## src/rtl/uart_pkg.sv

```systemverilog
// Shared UART definitions: receiver state encoding, oversampling ratio and
// the sample indices at which the bit centres are taken.
package uart_pkg;

    typedef logic [2:0] state_t;

    localparam state_t ST_IDLE  = 3'd0;
    localparam state_t ST_START = 3'd1;
    localparam state_t ST_DATA  = 3'd2;
    localparam state_t ST_STOP  = 3'd3;
    localparam state_t ST_BREAK = 3'd4;

    localparam int OVERSAMPLE = 16;

    // Start bit is judged half a bit in; every later bit a full bit after the previous.
    localparam logic [3:0] MID_START = 4'd7;
    localparam logic [3:0] MID_BIT   = 4'd15;

endpackage

```

## src/rtl/uart_baud_tick.sv

```systemverilog
// Oversample tick generator: one-cycle os_tick every clk_div fast_clk cycles,
// restartable with a synchronous clear so ticks align to a detected start edge.
module uart_baud_tick #(
    parameter int clk_div = 27
) (
    input  logic fast_clk,
    input  logic nreset,
    input  logic clear,
    output logic os_tick
);

    localparam int CW = (clk_div > 1) ? $clog2(clk_div) : 1;

    logic [CW-1:0] cnt_reg;

    assign os_tick = (cnt_reg == CW'(clk_div - 1));

    always_ff @(posedge fast_clk or negedge nreset) begin
        if (!nreset) begin
            cnt_reg <= '0;
        end else if (clear || os_tick) begin
            cnt_reg <= '0;
        end else begin
            cnt_reg <= cnt_reg + 1'b1;
        end
    end

endmodule

```

## src/rtl/uart_rx_deframer.sv

```systemverilog
// UART receive deframer: 16x oversampled, single centre sample per bit,
// start/stop checking, one-cycle strobes for good byte, framing error and overrun.
module uart_rx_deframer
    import uart_pkg::*;
#(
    parameter int data_bits = 8,
    parameter int clk_div   = 27
) (
    input  logic                 fast_clk,
    input  logic                 nreset,
    input  logic                 rx_in,
    input  logic                 fifo_full,
    output logic [data_bits-1:0] rx_data,
    output logic                 rx_valid,
    output logic                 frame_err,
    output logic                 overrun,
    output logic                 busy
);

    localparam int SW = $clog2(OVERSAMPLE);
    localparam int BW = (data_bits > 1) ? $clog2(data_bits) : 1;

    logic                 sync1_reg, sync2_reg, rx;
    state_t               state_reg, state_next;
    logic [SW-1:0]        sample_reg, sample_next;
    logic [BW-1:0]        bit_reg, bit_next;
    logic [data_bits-1:0] shift_reg, shift_next;
    logic [data_bits-1:0] data_reg, data_next;
    logic                 valid_reg, valid_next;
    logic                 ferr_reg, ferr_next;
    logic                 ovr_reg, ovr_next;
    logic                 tick_clear, os_tick;
    logic                 at_mid_start, at_mid_bit, at_last_bit;

    uart_baud_tick #(.clk_div(clk_div)) u_tick (
        .fast_clk (fast_clk),
        .nreset   (nreset),
        .clear    (tick_clear),
        .os_tick  (os_tick)
    );

    assign rx           = sync2_reg;
    assign at_mid_start = os_tick && (sample_reg == MID_START);
    assign at_mid_bit   = os_tick && (sample_reg == MID_BIT);
    assign at_last_bit  = (bit_reg == BW'(data_bits - 1));

    // Synchronizer flops reset high so a reset can never look like a start edge.
    always_ff @(posedge fast_clk or negedge nreset) begin
        if (!nreset) begin
            sync1_reg  <= 1'b1;
            sync2_reg  <= 1'b1;
            state_reg  <= ST_IDLE;
            sample_reg <= '0;
            bit_reg    <= '0;
            shift_reg  <= '0;
            data_reg   <= '0;
            valid_reg  <= 1'b0;
            ferr_reg   <= 1'b0;
            ovr_reg    <= 1'b0;
        end else begin
            sync1_reg  <= rx_in;
            sync2_reg  <= sync1_reg;
            state_reg  <= state_next;
            sample_reg <= sample_next;
            bit_reg    <= bit_next;
            shift_reg  <= shift_next;
            data_reg   <= data_next;
            valid_reg  <= valid_next;
            ferr_reg   <= ferr_next;
            ovr_reg    <= ovr_next;
        end
    end

    always_comb begin
        state_next = state_reg;
        case (state_reg)
            ST_IDLE:  if (!rx) state_next = ST_START;
            ST_START: if (at_mid_start) state_next = rx ? ST_IDLE : ST_DATA;
            ST_DATA:  if (at_mid_bit && at_last_bit) state_next = ST_STOP;
            ST_STOP:  if (at_mid_bit) state_next = rx ? ST_IDLE : ST_BREAK;
            ST_BREAK: if (rx) state_next = ST_IDLE;
            default:  state_next = ST_IDLE;
        endcase
    end

    always_comb begin
        tick_clear  = 1'b0;
        sample_next = sample_reg;
        bit_next    = bit_reg;
        shift_next  = shift_reg;
        data_next   = data_reg;
        valid_next  = 1'b0;
        ferr_next   = 1'b0;
        ovr_next    = 1'b0;
        case (state_reg)
            ST_IDLE: begin
                if (!rx) begin
                    tick_clear  = 1'b1;
                    sample_next = '0;
                    bit_next    = '0;
                end
            end
            ST_START: begin
                if (at_mid_start) begin
                    sample_next = '0;
                end else if (os_tick) begin
                    sample_next = sample_reg + 1'b1;
                end
            end
            ST_DATA: begin
                // Sample counter wraps 15 -> 0, so each bit centre is 16 ticks after the last.
                if (os_tick) begin
                    sample_next = sample_reg + 1'b1;
                end
                if (at_mid_bit) begin
                    shift_next = {rx, shift_reg[data_bits-1:1]};
                    bit_next   = bit_reg + 1'b1;
                end
            end
            ST_STOP: begin
                if (os_tick) begin
                    sample_next = sample_reg + 1'b1;
                end
                if (at_mid_bit) begin
                    if (!rx) begin
                        ferr_next = 1'b1;
                    end else if (fifo_full) begin
                        ovr_next = 1'b1;
                    end else begin
                        data_next  = shift_reg;
                        valid_next = 1'b1;
                    end
                end
            end
            default: ;
        endcase
    end

    assign rx_data   = data_reg;
    assign rx_valid  = valid_reg;
    assign frame_err = ferr_reg;
    assign overrun   = ovr_reg;
    assign busy      = (state_reg != ST_IDLE);

endmodule
```

## config.mk

```make
export PLATFORM = sky130hd
export DESIGN_NAME = uart_rx_deframer
export DESIGN_NICKNAME = d
export VERILOG_FILES = /design/src/rtl/uart_pkg.sv /design/src/rtl/uart_baud_tick.sv /design/src/rtl/uart_rx_deframer.sv
export SDC_FILE = /design/constraint.sdc
export NUM_CORES = 1
export LEC_CHECK = 0
export BUFFER_PORTS_ARGS = -buffer_cell sky130_fd_sc_hd__buf_2
export CORE_MARGIN = 3
export CORE_UTILIZATION = 45
export DETAILED_ROUTE_END_ITERATION = 10
export PLACE_DENSITY = 0.75
export SLEW_MARGIN = 10
export SYNTH_ARGS = -nofsm -noshare
export SYNTH_HDL_FRONTEND = slang
export SYNTH_SLANG_ARGS = --single-unit
```

## constraint.sdc

```tcl
create_clock -name fast_clk -period 1.9 [get_ports fast_clk]
set_clock_uncertainty 0.05 [all_clocks]
set_input_delay 0.19 -clock fast_clk [delete_from_list [all_inputs] [get_ports fast_clk]]
set_output_delay 0.19 -clock fast_clk [all_outputs]
set_load 0.05 [all_outputs]
```

==> metrics.cfg, run 1 <==
[run_status]
status=finished with violations
violations=setup timing

[pwr]
power.density_nw_per_um2=622
power_leakage_uw=0.000984
ir_drop_v=0.000316
fin_total_pwr_uw=1190

[die]
num_io_pins=16
die_w_um=66.5
die_y_um=66.5
die_area_um2=4420
start_util_pct=48.2
rows=21
core_um2=3420

[critical_path]
setup.worst_path.start_class=flop
worstPathRequired_ns=2.08
r2r_end=rx_data[0]
worstPathArrival_ns=2.26
r2r_cells=7
reg2reg_from=u_tick.cnt_reg[0]
end_kind=flop
cp_max_fo=9
crit_type=reg2reg
rrSetupSlack_ns=-0.18

[route]
viasPerCell=5.06
ant_nets=0
routed_wl_mm=2.90
drt_iter0_markers=55
route.vias.total=1103
routedWlPerCell_um=13.3
drcViolationCount=0
dr.pass1.iters=4

[logic_synthesis]
synth.area.top_cells=dfrtp_1, mux2_4, mux2_2
syn_area_per_cell_um2=11.7
seq_area_frac_synth_pct=54.9
synth_area_um2=1650
yosysMostFrequentCell=dfrtp_1
yosysUniqueCellTypes=34
synth_edf_count=0
async_flop_share_pct=100
synth_top_area_share_pct=51.7
synth_flop_cell=dfrtp_1
synthCells=141
yosysTopAreaCell=dfrtp_1
synth_warnings=0
syn-num-nets=150
synth-seq-cells=36
ys_top_cells_by_count=dfrtp_1, nor2_1, nand2_1, nand3_1

[global_routing]
grt.overflow.total=0
grt_pass1_wl_mm=4.90
grt_max_degree=37
antenna_found_initial=0
first_global_vias=1098
grt_usage_pct=14.9

[cts]
htreeDepth=2
clkSinkCount=36
clk_pin_slew_ns=0.11
tritoncts=built
post_cts_buffers=0
clock_path_buffers=2
cts_made_buffers=5
clock-root-buffer=clkbuf_4
clock_latency_ns=0.34

[final_layout]
nNetsFinal=180
area_delta_synth_final_pct=16.8
register_area_um2=903
antenna_cells=0
multi_input_area_um2=689
final_cell_count_no_fill=218
drive_gt1_share_pct=33.7
fillerInstances=293

[placed_design]
port_buffers=15
gp_congestion=0.795
dp_hpwl_mm=2.12
dp.cells=208

[hold_path]
hp-start=fifo_full
hold_depth=3
hold_path.class=in2reg
whs_endpoint=overrun

[sta]
slew_headroom_pct=49.5
final.min_clock_period_ns=2.08
tightest_slew_ns=0.757
slew_violations=0
max_freq_mhz=481
finalWorstSetupSlack_ns=-0.180
rsz0062_at_grt=yes
final-setup-viol-count=8
hold_viol_final=0
min_period_over_period_pct=109

[flow_run]
cap_violations=0

## worst max path at each step
stage          depth (start not counted)  slack, ns              start         end
2_1_floorplan                          7      -0.14  u_tick.cnt_reg[0]  rx_data[0]
3_3_place_gp                           7      -0.14  u_tick.cnt_reg[0]  rx_data[5]
3_5_place_dp                           7      -0.19  u_tick.cnt_reg[0]  rx_data[4]
4_1_cts                                7      -0.18  u_tick.cnt_reg[0]  rx_data[0]
5_1_grt                                7      -0.27  u_tick.cnt_reg[0]  rx_data[1]
6_report                               7      -0.18  u_tick.cnt_reg[0]  rx_data[0]
## power breakdown
| group | switching, uW | internal [uW] | total, uW | leakage, uW |
|---|---|---|---|---|
| logic | 19.4 | 8.83 | 28.2 | 0.000478 |
| registers | 0.845 | 770 | 770 | 0.000471 |
| clock network | 254 | 142 | 396 | 0.0000349 |
| total | 275 | 920 | 1190 | 0.000984 |
## critical path: stages (launching register included)
cell and delay (ns):
dfrtp_1 0.39, inv_1 0.07, ha_1 0.16, and4b_1 0.22, nand4_1 0.12, or4_1 0.50
buf_6 0.17, mux2_4 0.30
## cells in the final DEF, fill, tap and decap left out, types with 2 or more instances in the layout
cell | Yosys | final
mux2_4 | 8 | 8
xnor2_1 | 5 | 5
nand2_1 | 9 | 9
nand3_1 | 9 | 9
nor3_1 | 2 | 2
buf_4 | 1 | 13
buf_2 | 2 | 15
dlygate4sd3_1 | 0 | 2
a21oi_1 | 4 | 4
dfrtp_1 | 34 | 34
xor2_1 | 2 | 2
ha_1 | 5 | 5
or2_2 | 3 | 2
inv_1 | 3 | 3
dfstp_2 | 2 | 2
nor2b_1 | 3 | 3
nor2_1 | 16 | 16
mux2_2 | 8 | 8
o211ai_1 | 3 | 3
o21ai_0 | 4 | 4
clkinv_2 | 0 | 2
clkbuf_4 | 0 | 5
## logic make-up after synthesis
family | after synthesis | synth area share (%)
buffers and inverters | 11 | 3.35
adder cells (fa/ha/maj) | 5 | 3.80
flip-flops | 36 | 54.9
XOR/XNOR | 7 | 3.73
AND/OR/NAND/NOR | 51 | 15.5
AO/OA/AOI/OAI | 14 | 5.32
multiplexers | 17 | 13.4
## final cells by class
type	count	area share, %
clock buffers	5	1.95
clock inverters	3	0.977
inverters	3	0.586
multi-input cells	94	35.9
flip-flops and latches	36	47.0
well taps	46	2.99
repair buffers	31	10.6
## timing repair
item                       in CTS  in global routing
hold endpoints to repair       35                  0
pin swaps                       0                  1
gates resized for setup         2                  0
hold buffers                    2                  0
setup endpoints to repair      16                 16
## per-layer routing
layer	up-vias	wire length, um	global-route usage (%)
met2	20	1460	24.7
li1	543	-	-
met3	9	97	4.72
met4	0	64	6.09
met1	531	1280	17.7
met5	-	0	0
## per-stage QoR
step | hold slack (ns) | instance area, um^2 | TNS [ns] | worst slack, ns | util [%]
after CTS | 0.0155 | 1920 | -1.41 | -0.180 | 56.3
after floorplan | -0.156 | 1650 | -1.60 | -0.139 | -
after detailed placement | 0.247 | 1840 | -2.13 | -0.187 | 53.8
after global placement | 0.245 | 1840 | -1.37 | -0.136 | 53.8
after global routing | 0.0298 | 1920 | -2.75 | -0.267 | 56.3
final | 0.0354 | 1920 | -1.40 | -0.180 | 56.3
(Power assumes the default switching activity.)
==> run 2, diff against run 1 <==
CTS_CLUSTER_SIZE = 25   (was unset)
PLACE_DENSITY = 0.68   (was 0.75)
==> metrics.cfg, run 2 (synthesis gave the netlist of run 1 again) <==
[run_status]
status=finished with violations
violations=setup timing

[sta]
final.min_clock_period_ns=2.01
final-setup-viol-count=16
min_period_over_period_pct=106
hold_viol_final=0
finalWorstSetupSlack_ns=-0.114
slew_violations=0
slew_headroom_pct=48.3
tightest_slew_ns=0.775
whs_ns=0.0316
rsz0062_at_grt=yes
max_freq_mhz=497

[final_layout]
area_delta_synth_final_pct=23.7
layout_commonest_cell=dfrtp_1
final_cell_mix=dfrtp_1, nor2_1, buf_2, buf_4
nNetsFinal=184
antenna_cells=0
register_area_um2=903
fillerInstances=286
multi_input_area_um2=693
drive_gt1_share_pct=35.8

[route]
viasPerCell=5.13
drcViolationCount=0
routed_wl_mm=3.08
wl_met2_mm=1.50
top_layer_used=met4
routedWlPerCell_um=13.9
wl_met1_mm=1.43
ant_nets=0
drt_iter0_markers=101
route.met3.wl_um=117
dr.pass1.iters=4
route.vias.total=1139

[cts]
clk_pin_slew_ns=0.11
clock_latency_ns=0.34
htreeDepth=2
clock-root-buffer=clkbuf_4
clock_path_buffers=2
cts_made_buffers=5
clkSinkCount=36
tritoncts=built

[pwr]
power_leakage_uw=0.00104
power.density_nw_per_um2=785
ir_drop_v=0.000742

[die]
die_area_um2=4420
die_y_um=66.5
core_um2=3420
num_io_pins=16
start_util_pct=48.2
rows=21
die_w_um=66.5

[flow_run]
cap_violations=0

[hold_path]
hold_path.class=in2reg

[global_routing]
grt.overflow.total=0
grt_pass1_wl_mm=5.29
grt_max_degree=37
antenna_found_initial=0
grt_usage_pct=16.2
first_global_vias=1153

[critical_path]
crit_type=reg2reg
setup.worst_path.start_class=flop
end_kind=flop
worstPathRequired_ns=2.09
cp_max_fo=5
worstPathArrival_ns=2.20

[placed_design]
gp_congestion=0.773
dp_hpwl_mm=2.12
pre_cts_slack_ns=-0.197
port_buffers=15

[run 2: timing repair]
item / 4_1_cts / 5_1_grt
gates cloned: 1 / 0
endpoints found under the setup margin: 16 / 16
pin swaps: 3 / 1
endpoints found under the hold margin: 35 / 0
buffers inserted: 0 / 2
gates resized for setup: 4 / 2
hold buffers: 2 / 0
[run 2: path summary, 6_finish.rpt]
kind | slack (ns) | startpoint | cells past startpoint | to
max | -0.11 | u_tick.cnt_reg[0] | 7 | rx_data[1]
min | 0.03 | fifo_full | 3 | overrun
max reg2reg | -0.11 | u_tick.cnt_reg[0] | 7 | rx_data[1]
min reg2reg | 0.32 | sync1_reg | 0 | rx
max in group asynchronous | 0.89 | nreset | 2 | shift_reg[3]
min in group asynchronous | 0.40 | nreset | 2 | bit_reg[0]
[run 2: cell type report]
type	instances	area share (%)
Multi-Input combinational cell	94	34.1
Inverter	3	0.554
Timing Repair Buffer	35	11.9
Tap cell	46	2.83
Clock inverter	3	4.43
Clock buffer	5	1.85
Sequential cell	36	44.4
[run 2: metrics by stage]
| step | total power, uW | setup TNS, ns | instance area (um^2) | util (%) | instances |
|---|---|---|---|---|---|
| final | 1600 | -1.09 | 2030 | 59.6 | 222 |
| after global routing | 1660 | -2.48 | 2030 | 59.6 | 222 |
| after CTS | 1610 | -0.870 | 2010 | 58.9 | 220 |
| after detailed placement | 812 | -2.22 | 1850 | 54.1 | 209 |
| after global placement | 812 | -1.38 | 1850 | 54.1 | 209 |
| after floorplan | 791 | -1.60 | 1650 | - | 141 |
[run 2: where the power goes]
part	total [uW]	internal, uW	switching [uW]
combinational	29.0	8.84	20.2
sequential	771	770	0.976
clock	798	542	256
[run 2: worst max-delay path: stages, from the launching register on]
cell     delay [ns]
dfrtp_1        0.39
inv_1          0.06
ha_1           0.15
and4b_1        0.22
nand4_1        0.13
or4_4          0.46
buf_6          0.16
mux2_4         0.30
[run 2: routing by layer]
metal	GRT usage (%)	vias up
li1	-	554
met1	20.0	561
met2	26.4	19
met3	4.55	5
met4	6.85	0
met5	0	-
==> run 3, diff against run 2 <==
CELL_PAD_IN_SITES_DETAIL_PLACEMENT = 1   (was unset)
CELL_PAD_IN_SITES_GLOBAL_PLACEMENT = 2   (was unset)
CORE_UTILIZATION = 35   (was 45)
PLACE_DENSITY = 0.76   (was 0.68)
==> metrics.cfg, run 3 (synthesis gave the netlist of run 1 again) <==
[run_status]
status=finished with violations
violations=setup timing

[placed_design]
port_buffers=15
gp_congestion=0.771
dp_hpwl_mm=2.66
placed_area_um2=1860

[critical_path]
crit_chain=inv_2 -> ha_4 -> and4b_1 -> nand4_1 -> or4_4 -> buf_6 -> mux2_4
rrSetupSlack_ns=-0.12
end_kind=flop
setup.worst_path.start_class=flop
worstPathRequired_ns=2.01
slowest_delay_ns=0.46
cp_max_fo=5
worst-path-buf-inv=2
crit_type=reg2reg
critPathTopFamily=simple AND/OR/NAND/NOR gates
slowest_stage=or4_4
worstPathArrival_ns=2.14

[cts]
clkSinkCount=36
clk_pin_slew_ns=0.07
htreeDepth=2
clock-root-buffer=clkbuf_8
tritoncts=built
cts_made_buffers=5
clock_latency_ns=0.28
clock_path_buffers=2

[final_layout]
drive_gt1_share_pct=37.1
layout_commonest_cell=dfrtp_1
final_cell_area_um2=2020
area_delta_synth_final_pct=23.0
antenna_cells=0
fin_util_pct=45.6
nNetsFinal=186
final_cell_mix=dfrtp_1, buf_4, nor2_1

[sta]
whs_ns=0.108
min_period_over_period_pct=107
final.min_clock_period_ns=2.02
max_freq_mhz=494
slew_violations=0
finalWorstSetupSlack_ns=-0.124
slew_headroom_pct=46.9
hold_viol_final=0
rsz0062_at_grt=yes
tightest_slew_ns=0.796
fin_setup_tns_ns=-0.856
final-setup-viol-count=11

[die]
die_area_um2=5560
start_util_pct=37.0
core_um2=4440
die_w_um=74.6
num_io_pins=16
rows=24
die_y_um=74.6

[route]
route.vias.total=1149
routed_wl_mm=3.74
drt_iter0_markers=76
dr.pass1.iters=4
viasPerCell=5.00
drcViolationCount=0
ant_nets=0
routedWlPerCell_um=16.3

[global_routing]
grt.overflow.total=0
antenna_found_initial=0
grt_pass1_wl_mm=6.31
grt_max_degree=37
grt_usage_pct=15.1
first_global_vias=1312

[flow_run]
cap_violations=0

[pwr]
power.density_nw_per_um2=647
power_leakage_uw=0.00102
ir_drop_v=0.000539

[hold_path]
hold_path.class=in2reg

## run 3: metrics by stage
stage,total power (uW),setup slack [ns],cells
final,1310,-0.124,230
after global placement,812,-0.143,216
after global routing,1380,-0.208,230
after detailed placement,813,-0.232,216
after CTS,1330,-0.137,228
after floorplan,791,-0.139,141
## run 3: what timing repair did
| item | 4_1_cts | 5_1_grt |
|---|---|---|
| cloned | 1 | 0 |
| gates resized for setup | 5 | 4 |
| pin swaps | 3 | 0 |
| buffers inserted | 1 | 2 |
| hold buffers | 2 | 0 |
| hold endpoints to repair | 35 | 0 |
| setup endpoints to repair | 16 | 21 |
## run 3: path summary, 6_finish.rpt
kind / startpoint / end / cells after the start
max: u_tick.cnt_reg[0] / rx_data[4] / 7
min: fifo_full / overrun / 3
max reg2reg: u_tick.cnt_reg[0] / rx_data[4] / 7
min reg2reg: sync1_reg / rx / 0
max in group asynchronous: nreset / shift_reg[4] / 2
min in group asynchronous: nreset / bit_reg[2] / 2
## run 3: layer usage
metal / vias to the layer above / global-route usage [%] / share of wire (%)
met2: 12 / 25.0 / 52
met4: 0 / 4.74 / 0.96
met3: 4 / 3.65 / 2.0
li1: 559 / - / -
met1: 574 / 19.6 / 45
met5: - / 0 / 0
## run 3: power breakdown
group          leakage, uW  internal, uW  switching [uW]  total [uW]
Clock            0.0000422           257             252         509
Sequential        0.000471           770           0.863         771
Combinational     0.000509          8.84            20.5        29.4
Total              0.00102          1040             274        1310
## run 3: final cells by class
type,count,area [um^2]
fillers,493,2420
flip-flops and latches,36,903
multi-input cells,94,711
repair buffers,37,253
clock buffers,7,76.3
well taps,52,65.1
inverters,3,11.3
clock inverters,1,5.00
## run 3: worst register-to-register path: cells and delay by family, from the launching register on
kind	cells	cell delay, ns
adder cells (fa/ha/maj)	1	0.14
buffers and inverters	2	0.24
flip-flops	1	0.39
multiplexers	1	0.30
AND/OR/NAND/NOR	3	0.79
